$ cat config.mk
export PLATFORM = sky130hd
export DESIGN_NAME = sonar_sweep_uc
export DESIGN_NICKNAME = d
export VERILOG_FILES = /design/src/rtl/sonar_sweep_uc.sv
export SDC_FILE = /design/constraint.sdc
export NUM_CORES = 1
export LEC_CHECK = 0
export ABC_CLOCK_PERIOD_IN_PS = 2300
export CELL_PAD_IN_SITES_DETAIL_PLACEMENT = 0
export CELL_PAD_IN_SITES_GLOBAL_PLACEMENT = 1
export CORE_MARGIN = 5
export CORE_UTILIZATION = 30
export CTS_BUF_LIST = sky130_fd_sc_hd__clkbuf_8
export DETAILED_ROUTE_END_ITERATION = 10
export PLACE_DENSITY = 0.61
export SETUP_SLACK_MARGIN = 0.4
export SYNTH_ARGS = -nofsm -noshare
export SYNTH_HDL_FRONTEND = slang
export SYNTH_SLANG_ARGS = --single-unit
$ cat constraint.sdc
create_clock -name clock -period 2.3 [get_ports clock]
set_input_delay 0.46 -clock clock [delete_from_list [all_inputs] [get_ports clock]]
set_output_delay 0.46 -clock clock [all_outputs]
set_load 0.02 [all_outputs]
$ cat src/rtl/sonar_sweep_uc.sv
// Sonar sweep control unit.
// Steps the servo through N_POS positions (wrap-around or ping-pong), waits for
// the servo to settle, triggers one ultrasonic measurement guarded by a timeout,
// then streams N_CHARS characters to the serial transmitter over a start/done
// handshake. db_estado exposes the state code for debug.
module sonar_sweep_uc #(
  parameter int N_POS          = 8,
  parameter int POS_W          = 3,
  parameter int N_CHARS        = 8,
  parameter int SEL_W          = 3,
  parameter int WAIT_CYCLES    = 100_000_000,
  parameter int TIMEOUT_CYCLES = 2_500_000
) (
  input  logic             clock,
  input  logic             reset,
  input  logic             ligar,
  input  logic             modo,
  input  logic             sensor_pronto,
  input  logic             serial_pronto,
  output logic [POS_W-1:0] posicao,
  output logic             medir,
  output logic             partida,
  output logic [SEL_W-1:0] sel,
  output logic             erro,
  output logic             pronto_ciclo,
  output logic [3:0]       db_estado
);

  // Counters only need to reach their parameter minus one before the state moves on.
  localparam int WAIT_W = (WAIT_CYCLES > 1) ? $clog2(WAIT_CYCLES) : 1;
  localparam int TMO_W  = (TIMEOUT_CYCLES > 1) ? $clog2(TIMEOUT_CYCLES) : 1;

  localparam logic [WAIT_W-1:0] WAIT_LAST = WAIT_W'(WAIT_CYCLES - 1);
  localparam logic [TMO_W-1:0]  TMO_LAST  = TMO_W'(TIMEOUT_CYCLES - 1);
  localparam logic [POS_W-1:0]  POS_LAST  = POS_W'(N_POS - 1);
  localparam logic [SEL_W-1:0]  SEL_LAST  = SEL_W'(N_CHARS - 1);

  typedef enum logic [3:0] {
    INICIAL     = 4'd0,
    PREPARACAO  = 4'd1,
    POSICIONA   = 4'd2,
    ESPERA      = 4'd3,
    MEDE        = 4'd4,
    AGUARDA_MED = 4'd5,
    TX_INICIA   = 4'd6,
    TX_AGUARDA  = 4'd7,
    PROXIMA     = 4'd8
  } estado_t;

  estado_t             estado;
  logic                modo_lat;     // sweep order latched at PREPARACAO
  logic                descendo;     // ping-pong direction: 1 = moving towards 0
  logic [WAIT_W-1:0]   cnt_espera;
  logic [TMO_W-1:0]    cnt_timeout;

  logic [POS_W-1:0]    pos_prox;
  logic                desc_prox;
  logic                fim_volta;    // leaving this position completes a sweep

  // The state register itself is the debug code, so it is registered for free.
  assign db_estado = estado;

  // Next position, next direction and end-of-sweep flag for the current position.
  always_comb begin
    // NOTE: every output of this block gets a default first, so no path can
    // leave one unassigned and infer a latch.
    pos_prox  = posicao;
    desc_prox = descendo;
    fim_volta = 1'b0;
    if (!modo_lat) begin
      if (posicao == POS_LAST) begin
        pos_prox  = '0;
        fim_volta = 1'b1;
      end else begin
        pos_prox = posicao + 1'b1;
      end
    end else if (!descendo) begin
      if (posicao == POS_LAST) begin
        pos_prox  = POS_LAST - 1'b1;
        desc_prox = 1'b1;
        fim_volta = 1'b1;
      end else begin
        pos_prox = posicao + 1'b1;
      end
    end else begin
      if (posicao == '0) begin
        pos_prox  = POS_W'(1);
        desc_prox = 1'b0;
        fim_volta = 1'b1;
      end else begin
        pos_prox = posicao - 1'b1;
      end
    end
  end

  // Sweep FSM; pulse outputs are set on the edge entering their state so they
  // coincide exactly with that state's single visit.
  always_ff @(posedge clock) begin
    if (reset) begin
      estado       <= INICIAL;
      posicao      <= '0;
      sel          <= '0;
      medir        <= 1'b0;
      partida      <= 1'b0;
      erro         <= 1'b0;
      pronto_ciclo <= 1'b0;
      modo_lat     <= 1'b0;
      descendo     <= 1'b0;
      cnt_espera   <= '0;
      cnt_timeout  <= '0;
    end else begin
      // NOTE: non-blocking assignments throughout, so every register here sees
      // the pre-edge values of the others regardless of statement order.
      medir        <= 1'b0;
      partida      <= 1'b0;
      pronto_ciclo <= 1'b0;
      case (estado)
        INICIAL: begin
          if (ligar) estado <= PREPARACAO;
        end
        PREPARACAO: begin
          posicao  <= '0;
          descendo <= 1'b0;
          modo_lat <= modo;
          erro     <= 1'b0;
          estado   <= POSICIONA;
        end
        POSICIONA: begin
          cnt_espera <= '0;
          estado     <= ESPERA;
        end
        ESPERA: begin
          if (cnt_espera == WAIT_LAST) begin
            medir  <= 1'b1;
            estado <= MEDE;
          end else begin
            cnt_espera <= cnt_espera + 1'b1;
          end
        end
        MEDE: begin
          cnt_timeout <= '0;
          estado      <= AGUARDA_MED;
        end
        AGUARDA_MED: begin
          // A reply in the final timeout cycle still counts as a success.
          if (sensor_pronto) begin
            erro    <= 1'b0;
            sel     <= '0;
            partida <= 1'b1;
            estado  <= TX_INICIA;
          end else if (cnt_timeout == TMO_LAST) begin
            erro    <= 1'b1;
            sel     <= '0;
            partida <= 1'b1;
            estado  <= TX_INICIA;
          end else begin
            cnt_timeout <= cnt_timeout + 1'b1;
          end
        end
        TX_INICIA: begin
          estado <= TX_AGUARDA;
        end
        TX_AGUARDA: begin
          if (serial_pronto) begin
            if (sel == SEL_LAST) begin
              pronto_ciclo <= fim_volta;
              estado       <= PROXIMA;
            end else begin
              sel     <= sel + 1'b1;
              partida <= 1'b1;
              estado  <= TX_INICIA;
            end
          end
        end
        PROXIMA: begin
          posicao  <= pos_prox;
          descendo <= desc_prox;
          estado   <= ligar ? POSICIONA : INICIAL;
        end
        default: estado <= INICIAL;
      endcase
    end
  end

endmodule
* Yosys cells after proc, flatten, opt, wreduce, memory -nomap -nowiden
Index checks and enable logic that the tools add are counted.
** Word-level totals
- Logic and storage cells :: 97
- Register bits after elaboration :: 65
- Output and inout port bits :: 14
** Cells by class
- Reduce and logical (&&, ||, !) cells :: 15
- Bitwise operators :: 4
- Mux-type cells :: 41
- Equal/unequal tests :: 21
- Add/subtract/negate cells :: 5
** Operators by type and width (count)
- 27-bit one-hot mux with 2 select lines :: 1
- 22-bit 2-to-1 mux :: 2
- 22-bit one-hot mux with 2 select lines :: 1
- 4-bit one-hot mux with 9 select lines :: 1
- 27-bit by 1-bit adder with 27-bit output, second input constant :: 1
- 27-bit equality test, second input constant :: 1
- 27-bit 2-to-1 mux :: 1
- 3-bit 2-to-1 mux :: 9
- 4-bit 2-to-1 mux :: 6
- 22-bit by 1-bit adder with 22-bit output, second input constant :: 1
- 22-bit equality test, second input constant :: 1
- 4-bit by 3-bit equality test with 1-bit output, second input constant :: 4
- 2-bit != test, second input constant :: 8
- 1-bit 2-to-1 mux :: 14
- 3-bit one-hot mux with 2 select lines :: 2
- 2-bit nonzero test :: 5
- 4-bit by 2-bit equality test with 1-bit output, second input constant :: 2
- 4-bit AND reduction :: 2
- 3-bit by 1-bit adder with 3-bit output, second input constant :: 2
- 3-bit equality test, second input constant :: 2
- 1-bit one-hot mux with 2 select lines :: 3
- 2-bit AND reduction :: 3
- 4-bit by 1-bit equality test with 1-bit output, second input constant :: 1
- 4-bit equality test, second input constant :: 1
- 9 further kinds :: 12

* Depth between registers and ports, before layout
Gate-level depths: netlist (run 1).
- Depth after elaboration :: 5
- Gate-level depth with buffers :: 9

* Worst setup path before layout (run 1)
OpenSTA, ideal clock, no wires.
- Path kind :: register to register
- Start :: register estado[1], in the netlist db_estado[1]
- End :: register cnt_espera[24]
- Data arrival time :: 2022 ps
- Clock period less this slack :: 2150 ps
- Required time :: 2172 ps
- Path slack :: 150 ps
- Buffers on the path :: 1
- Cell stages (with the launch flop) :: 8
- Path through :: dfxtp_1 -> buf_2 -> nand2b_1 -> or4b_1 -> nor4_2 -> nand3_1 -> xor2_1 -> nor2_1
** On the way
- Word-level cells in the longest chain between the ends :: 3
- Elaborated cells between the ends (all ways) :: 6
- Classes of those cells :: 3 x eq/ne; 1 x mux; 2 x reduce/logical
** RTL lines
- start: declaration :: RTL line 50 : estado_t estado;
- start signal: assignment :: RTL line 178 : estado <= ligar ? POSICIONA : INICIAL;
- 4-bit by 2-bit equality test with 1-bit output :: RTL line 117 : case (estado)
- 2-bit != test (no line) / 2-bit nonzero test (equally long branches)
- 2-bit AND reduction (no line)
- end signal: assignment :: RTL line 137 : cnt_espera <= cnt_espera + 1'b1;
- end: declaration :: RTL line 53 : logic [WAIT_W-1:0] cnt_espera;
Several ways; a longest one is shown, not always the timed one.
A chain may end at the register's enable or synchronous reset.

* Worst setup path after layout (run 1)
- Start :: register estado[3], in the netlist db_estado[3]
- End :: register cnt_espera[22]
Same word-level chain as after synthesis.

==> impl_metrics.tcl, run 1 <==
set metrics [dict create \
    fin_nets 475 \
    placed_area_um2 3940 \
    relSlewSlack_pct 61.2 \
    finalHoldViolations 0 \
    rows 38 \
    grt_pass1_wl_mm 13.8 \
    drive_gt1_share_pct 23.9 \
    cts_made_buffers 9 \
    die_area_um2 13400 \
    synthArstFlopShare_pct 0 \
    synthAdderAreaFrac_pct 3.73 \
    clock-root-buffer "clkbuf_8" \
    grt_antenna_before_repair 0 \
    power_density_nw_per_um2 534 \
    vias_per_cell 4.91 \
    synth.area.top_cells "dfxtp_1 (39%), nor2_1 (6.5%), xnor2_1 (5.7%)" \
    syn-num-nets 417 \
    slew_viol_final 0 \
    grt_use_total_pct 12.8 \
    hold_path_class "reg2reg" \
    ios 20 \
    synth-xor-area-share_pct 11.0 \
    syn2layout_area_growth_pct 32.9 \
    clk_latency_ns 0.35 \
    avgSynthCellArea_um2 8.37 \
    fin_crit_ns 1.95 \
    fin_crit_sh_pct 84.9 \
    overflow 0 \
    synth_top_family_by_area "simple AND/OR/NAND/NOR gates" \
    worst_slew_pin_slew_ns 0.573 \
    grt_max_degree 26 \
    seq_area_frac_synth_pct 38.7 \
    drcViolationCount 0 \
    cts_max_path_buffers 2 \
    finalNonFillerCells 604 \
    rsz0062_at_grt "true" \
    synthMuxAreaShare_pct 0.969 \
    clock_sinks 65 \
    synth-compound-area-share_pct 11.7 \
    fin_area_um2 4460 \
    place_inst 571 \
    drt_iter0_drc 125 \
    gp_congestion 0.760 \
    cp_slowest_stage_delay_ns 0.62 \
    power.total_w 0.00238 \
    synth_edf_count 0 \
    portBuffers 19 \
    synth_cell_type_count 48 \
    core_um2 10900 \
    grt_pass1_vias 2845 \
    place_ws_ns 0.0403 \
    yosys.area_share.simple_pct 30.5 \
    ys_ff_latch 65 \
    startpoint_type "flop" \
    worstPathCellList "nand4b_1 > or4b_4 > nor4_4 > buf_4 > xnor2_1 > nor2_1" \
    power.leakage_nw 1.60 \
    crit_required_ns 2.53 \
    yosys.area.top_type "dfxtp_1" \
    setup_viol 0 \
    cp_max_fo 4 \
    die_h_um 116 \
    ys_warn_count 0 \
    synth_ff_type "dfxtp_1" \
    initial_utilization_pct 30.8 \
    setup_ws_ns 0.348 \
    worst-setup-path-type "reg2reg" \
    vias 2966 \
    wl_mm 8.20 \
    die_w_um 116 \
    status "finished, final reports clean" \
    cts.htree.levels 3 \
    slowest_stage "or4b_4" \
    first_pass_iters 4 \
    clock.fmax_mhz 512 \
    cts_tree "yes" \
    antenna_cells 0 \
    crit_path_end_kind "flop" \
    detail-route-antenna-nets 0 \
    cts.clk_slew.worst_paths_ns 0.08 \
    max_cap_violations 0 \
    critPathArrivalTime_ns 2.18 \
    syn_inst 401 \
    ir_drop_v 0.000307 \
    avgRoutedWirePerCell_um 13.6 \
    synth_top_area_share_pct 38.7 \
    hold_slack_ns 0.488 \
    skew_ns 0.0114 \
    dp_hpwl_mm 5.79 \
    syn_area_um2 3360 \
]
-- cells in the final DEF, fill, tap and decap left out, drive strengths merged, types with 8 or more instances in the layout --
| cell | Yosys | routed |
|---|---|---|
| nand4 | 12 | 12 |
| ha | 10 | 10 |
| nand3 | 28 | 28 |
| a211oi | 12 | 12 |
| a21oi | 18 | 18 |
| clkbuf | 12 | 10 |
| nand2 | 37 | 37 |
| clkdlybuf4s50 | 0 | 12 |
| xnor2 | 22 | 22 |
| inv | 8 | 9 |
| dfxtp | 65 | 65 |
| nor2 | 58 | 58 |
| and3 | 8 | 8 |
| buf | 8 | 48 |
| nor3 | 13 | 13 |
| xor2 | 20 | 20 |
-- per-layer routing --
metal  routed length, um  vias up  GRT usage [%]  part of all wire [%]
li1                    -     1529              -                     -
met1                4140     1397           18.0                    51
met2                3680       31           19.0                    45
met3                 260        9           3.60                   3.2
met4                 110        0           4.33                   1.3
met5                   0        -              0                     0
-- cells by family after synthesis --
logic type               after synthesis
AO/OA/AOI/OAI                         54
XOR/XNOR                              42
adder cells (fa/ha/maj)               10
buffers and inverters                 28
flip-flops                            65
multiplexers                           3
AND/OR/NAND/NOR                      199
-- worst paths after layout --
| kind | startpoint | slack [ns] | depth (start not counted) | endpoint |
|---|---|---|---|---|
| setup reg to reg | db_estado[3]$_SDFFE_PP0P_ | 0.35 | 6 | cnt_espera[22]$_SDFFE_PP0P_ |
| setup / recovery | db_estado[3]$_SDFFE_PP0P_ | 0.35 | 6 | cnt_espera[22]$_SDFFE_PP0P_ |
| hold / removal | cnt_espera[1]$_SDFFE_PP0P_ | 0.49 | 2 | cnt_espera[1]$_SDFFE_PP0P_ |
| hold reg to reg | cnt_espera[1]$_SDFFE_PP0P_ | 0.49 | 2 | cnt_espera[1]$_SDFFE_PP0P_ |
-- report_power, final --
group	switching, W	total, W	internal (W)
logic	0.000143	0.000230	0.0000869
clock network	0.000471	0.00100	0.000531
registers	0.0000125	0.00115	0.00114
total	0.000626	0.00238	0.00176
-- per-stage QoR --
stage	TNS (ns)	utilization [%]
after floorplan	0	-
after global placement	-0.0248	36.2
after detailed placement	0	36.2
after CTS	0	39.4
after global routing	0	41.0
final	0	41.0
-- area by class of cell --
type,instances,area [um2]
inverter,8,30.0
sequential,65,1320
clock inverter,6,66.3
clock buffer,10,138
fill,1092,6420
timing repair buffer,67,589
tap,140,175
multi-input combinational,308,2150
-- timing repair --
action / in CTS / in global routing
hold endpoints to repair: 0 / 0
endpoints found under the setup margin: 49 / 48
pin swaps: 12 / 13
gates resized for setup: 29 / 22
hold buffers: 0 / 0
buffers inserted: 8 / 9
-- state kept, by name, summed over array words and instances, names as in the netlist --
signal,count
cnt_espera,27
modo_lat,1
db_estado,4
partida,1
erro,1
descendo,1
posicao,3
medir,1
pronto_ciclo,1
cnt_timeout,22
sel,3
-- critical path: cells and delay by family, from the launching register on --
kind          cells  cell delay [ns]
buf+inv           1             0.16
simple gates      4             1.21
xor+xnor          1             0.10
flops             1             0.35
-- synth_stat cells, drive strengths merged (4+ instances only) --
cell type,n
nor4,6
and4,6
buf,8
dfxtp,65
o21ai,5
nand2b,6
nand4b,4
inv,8
nor3,13
nand3,28
nand2,37
a21oi,18
nor2b,4
and3,8
ha,10
xor2,20
nor2,58
nand4,12
xnor2,22
clkbuf,12
nor4b,5
a211oi,12
Power figures use the tool's default switching activity.
==> run 2: changes to the inputs <==
- ABC_CLOCK_PERIOD_IN_PS: 2300 -> 1920
- clock period: 2.3 -> 1.92 ns (I/O delays scaled with it)
==> run 2 against run 1 <==
The run now ends with setup timing left; combinational power increased by 140%; clock-buffer cell count increased by 1; critical path depth increased by 3; final cell count increased by 11%; cell area increased by 29%; total power increased by 37%; setup slack got worse by 0.36 ns; clock power increased by 35%; utilization increased by 12 points; register-to-register slack got worse by 0.36 ns.
==> impl_metrics.tcl, run 2 (synthesis results as in run 1) <==
set metrics [dict create \
    swShare_pct 26.0 \
    initial_utilization_pct 30.8 \
    seq_area_um2 1320 \
    reg2reg_depth 9 \
    worst_slew_pin_slew_ns 0.474 \
    crit_required_ns 2.18 \
    core_um2 10900 \
    regToRegSetupSlack_ns -0.009 \
    grt_antenna_before_repair 0 \
    drcViolationCount 0 \
    max_cap_violations 0 \
    overflow 0 \
    cts.htree.levels 3 \
    relSlewSlack_pct 68.3 \
    portBuffers 19 \
    cts.clk_slew.worst_paths_ns 0.08 \
    ios 20 \
    clock.fmax_mhz 518 \
    hold_slack_ns 0.478 \
    detail-route-antenna-nets 0 \
    dp_hpwl_mm 6.37 \
    largest_reg_flops 27 \
    rr_startpoint "db_estado[0]$_SDFFE_PP0P_" \
    skew_ns 0.0152 \
    grt_use_total_pct 15.4 \
    cp_max_fo 4 \
    startpoint_type "flop" \
    critPathArrivalTime_ns 2.19 \
    multi_input_area_um2 2680 \
    grt_pass1_vias 3230 \
    reg2reg_to "cnt_timeout[9]$_SDFFE_PP0P_" \
    setup_ws_ns -0.00865 \
    internal-power_w 0.00242 \
    p_sw_w 0.000849 \
    crit_path_end "cnt_timeout[9]$_SDFFE_PP0P_" \
    die_w_um 116 \
    cts_tree "yes" \
    fin_crit_ns 1.93 \
    cts_hold_buf 0 \
    worst-setup-path-type "reg2reg" \
    drt_iter0_drc 156 \
    wl_mm 10.4 \
    clk_latency_ns 0.37 \
    top_register "cnt_espera" \
    grt_max_degree 26 \
    grt_pass1_wl_mm 16.2 \
    cts_made_buffers 9 \
    die_area_um2 13400 \
    power_density_nw_per_um2 567 \
    antenna_cells 0 \
    slew_viol_final 0 \
    seqPwrFrac_pct 42.1 \
    layout_common_cells "buf_4 (63), dfxtp_1 (52), nor2_1 (45), buf_6 (38), nand2_1 (26)" \
    comb_power_share_pct 16.7 \
    fin_crit_sh_pct 100 \
    ir_drop_v 0.000488 \
    die_h_um 116 \
    rsz0062_at_grt "true" \
    status "finished, violations left" \
    hold_path_class "reg2reg" \
    fin_tns_setup_ns -0.00865 \
    finalHoldViolations 0 \
    clock_sinks 65 \
    drive_gt1_share_pct 47.6 \
    cp-startpoint "db_estado[0]$_SDFFE_PP0P_" \
    rows 38 \
    gp_congestion 0.776 \
    power.leakage_nw 2.16 \
    violations "setup timing" \
    clkPwrFrac_pct 41.2 \
    syn2layout_area_growth_pct 71.5 \
    clock-root-buffer "clkbuf_8" \
    mostFrequentLayoutCell "buf_4" \
    first_pass_iters 4 \
    avgRoutedWirePerCell_um 15.5 \
    cts_max_path_buffers 2 \
    vias 3316 \
    vias_per_cell 4.96 \
    fillers 977 \
    setup_viol 1 \
    crit_path_end_kind "flop" \
    fin_nets 540 \
]
run 2: cell count changes in the layout (fill, tap and decap cells not counted), sizes merged:
cell           before  now
clkinvlp            3    0
dlygate4sd2         6    4
clkdlybuf4s15       0    5
clkdlybuf4s50      12    5
inv                 9   11
clkinv              1    0
bufinv              1    2
buf                48  114
clkbuf             10   14
nand3              28   29
dlymetal6s2s        1    0
run 2: power by group through the flow:
stage | Sequential [W] | Combinational, W | Clock (W)
floorplan | 0.00141 | 0.000165 | 0
global placement | 0.00140 | 0.000309 | 0
detailed placement | 0.00140 | 0.000309 | 0
CTS | 0.00137 | 0.000423 | 0.00138
global route | 0.00138 | 0.000579 | 0.00145
finish | 0.00138 | 0.000544 | 0.00135
run 2: area by class of cell:
| type | instances | share of cell area (%) |
|---|---|---|
| multi-input combinational | 309 | 46.5 |
| timing repair buffer | 131 | 23.1 |
| sequential | 65 | 22.9 |
| tap | 140 | 3.04 |
| clock buffer | 11 | 2.63 |
| clock inverter | 5 | 1.24 |
| inverter | 8 | 0.522 |
run 2: routing by layer:
| layer | GRT usage, % | routed length (um) | part of all wire, % |
|---|---|---|---|
| met5 | 0 | 0 | 0 |
| met4 | 4.33 | 141 | 1.4 |
| met3 | 5.01 | 360 | 3.5 |
| met2 | 25.2 | 5220 | 50 |
| met1 | 19.6 | 4660 | 45 |
run 2: repair_timing:
item	4_1_cts	5_1_grt
cloned	5	3
buffers inserted	22	14
resized for setup	147	93
endpoints found under the setup margin	73	72
pin swaps	72	52
run 2: per-stage QoR:
step / setup slack, ns / cell area (um2) / std cells / total power, W / utilization [%]
2_1_floorplan: -0.148 / 3450 / 401 / 0.00157 / -
3_3_place_gp: -0.280 / 4280 / 609 / 0.00171 / 39.3
3_5_place_dp: -0.307 / 4280 / 609 / 0.00171 / 39.3
4_1_cts: -0.0931 / 5210 / 652 / 0.00318 / 47.9
5_1_grt: -0.135 / 5760 / 669 / 0.00341 / 52.9
6_report: -0.00865 / 5760 / 669 / 0.00327 / 52.9
run 2: worst max-delay path, cell delays in order, from the launching register on:
cell	delay, ns
dfxtp_2	0.33
nor4bb_2	0.26
buf_4	0.16
and2b_1	0.16
o41ai_4	0.09
buf_6	0.14
buf_8	0.13
a2111oi_4	0.34
xnor2_1	0.15
nor2_1	0.05
run 2: worst min-delay path by stage:
stage,startpoint,end,cells past startpoint
after global routing,sel[2]$_SDFFE_PP0P_,sel[2]$_SDFFE_PP0P_,2
after global placement,cnt_espera[1]$_SDFFE_PP0P_,cnt_espera[1]$_SDFFE_PP0P_,2
after CTS,sel[1]$_SDFFE_PP0P_,sel[1]$_SDFFE_PP0P_,2
after floorplan,cnt_espera[1]$_SDFFE_PP0P_,cnt_espera[1]$_SDFFE_PP0P_,2
final,sel[2]$_SDFFE_PP0P_,sel[2]$_SDFFE_PP0P_,2
after detailed placement,sel[1]$_SDFFE_PP0P_,sel[1]$_SDFFE_PP0P_,2
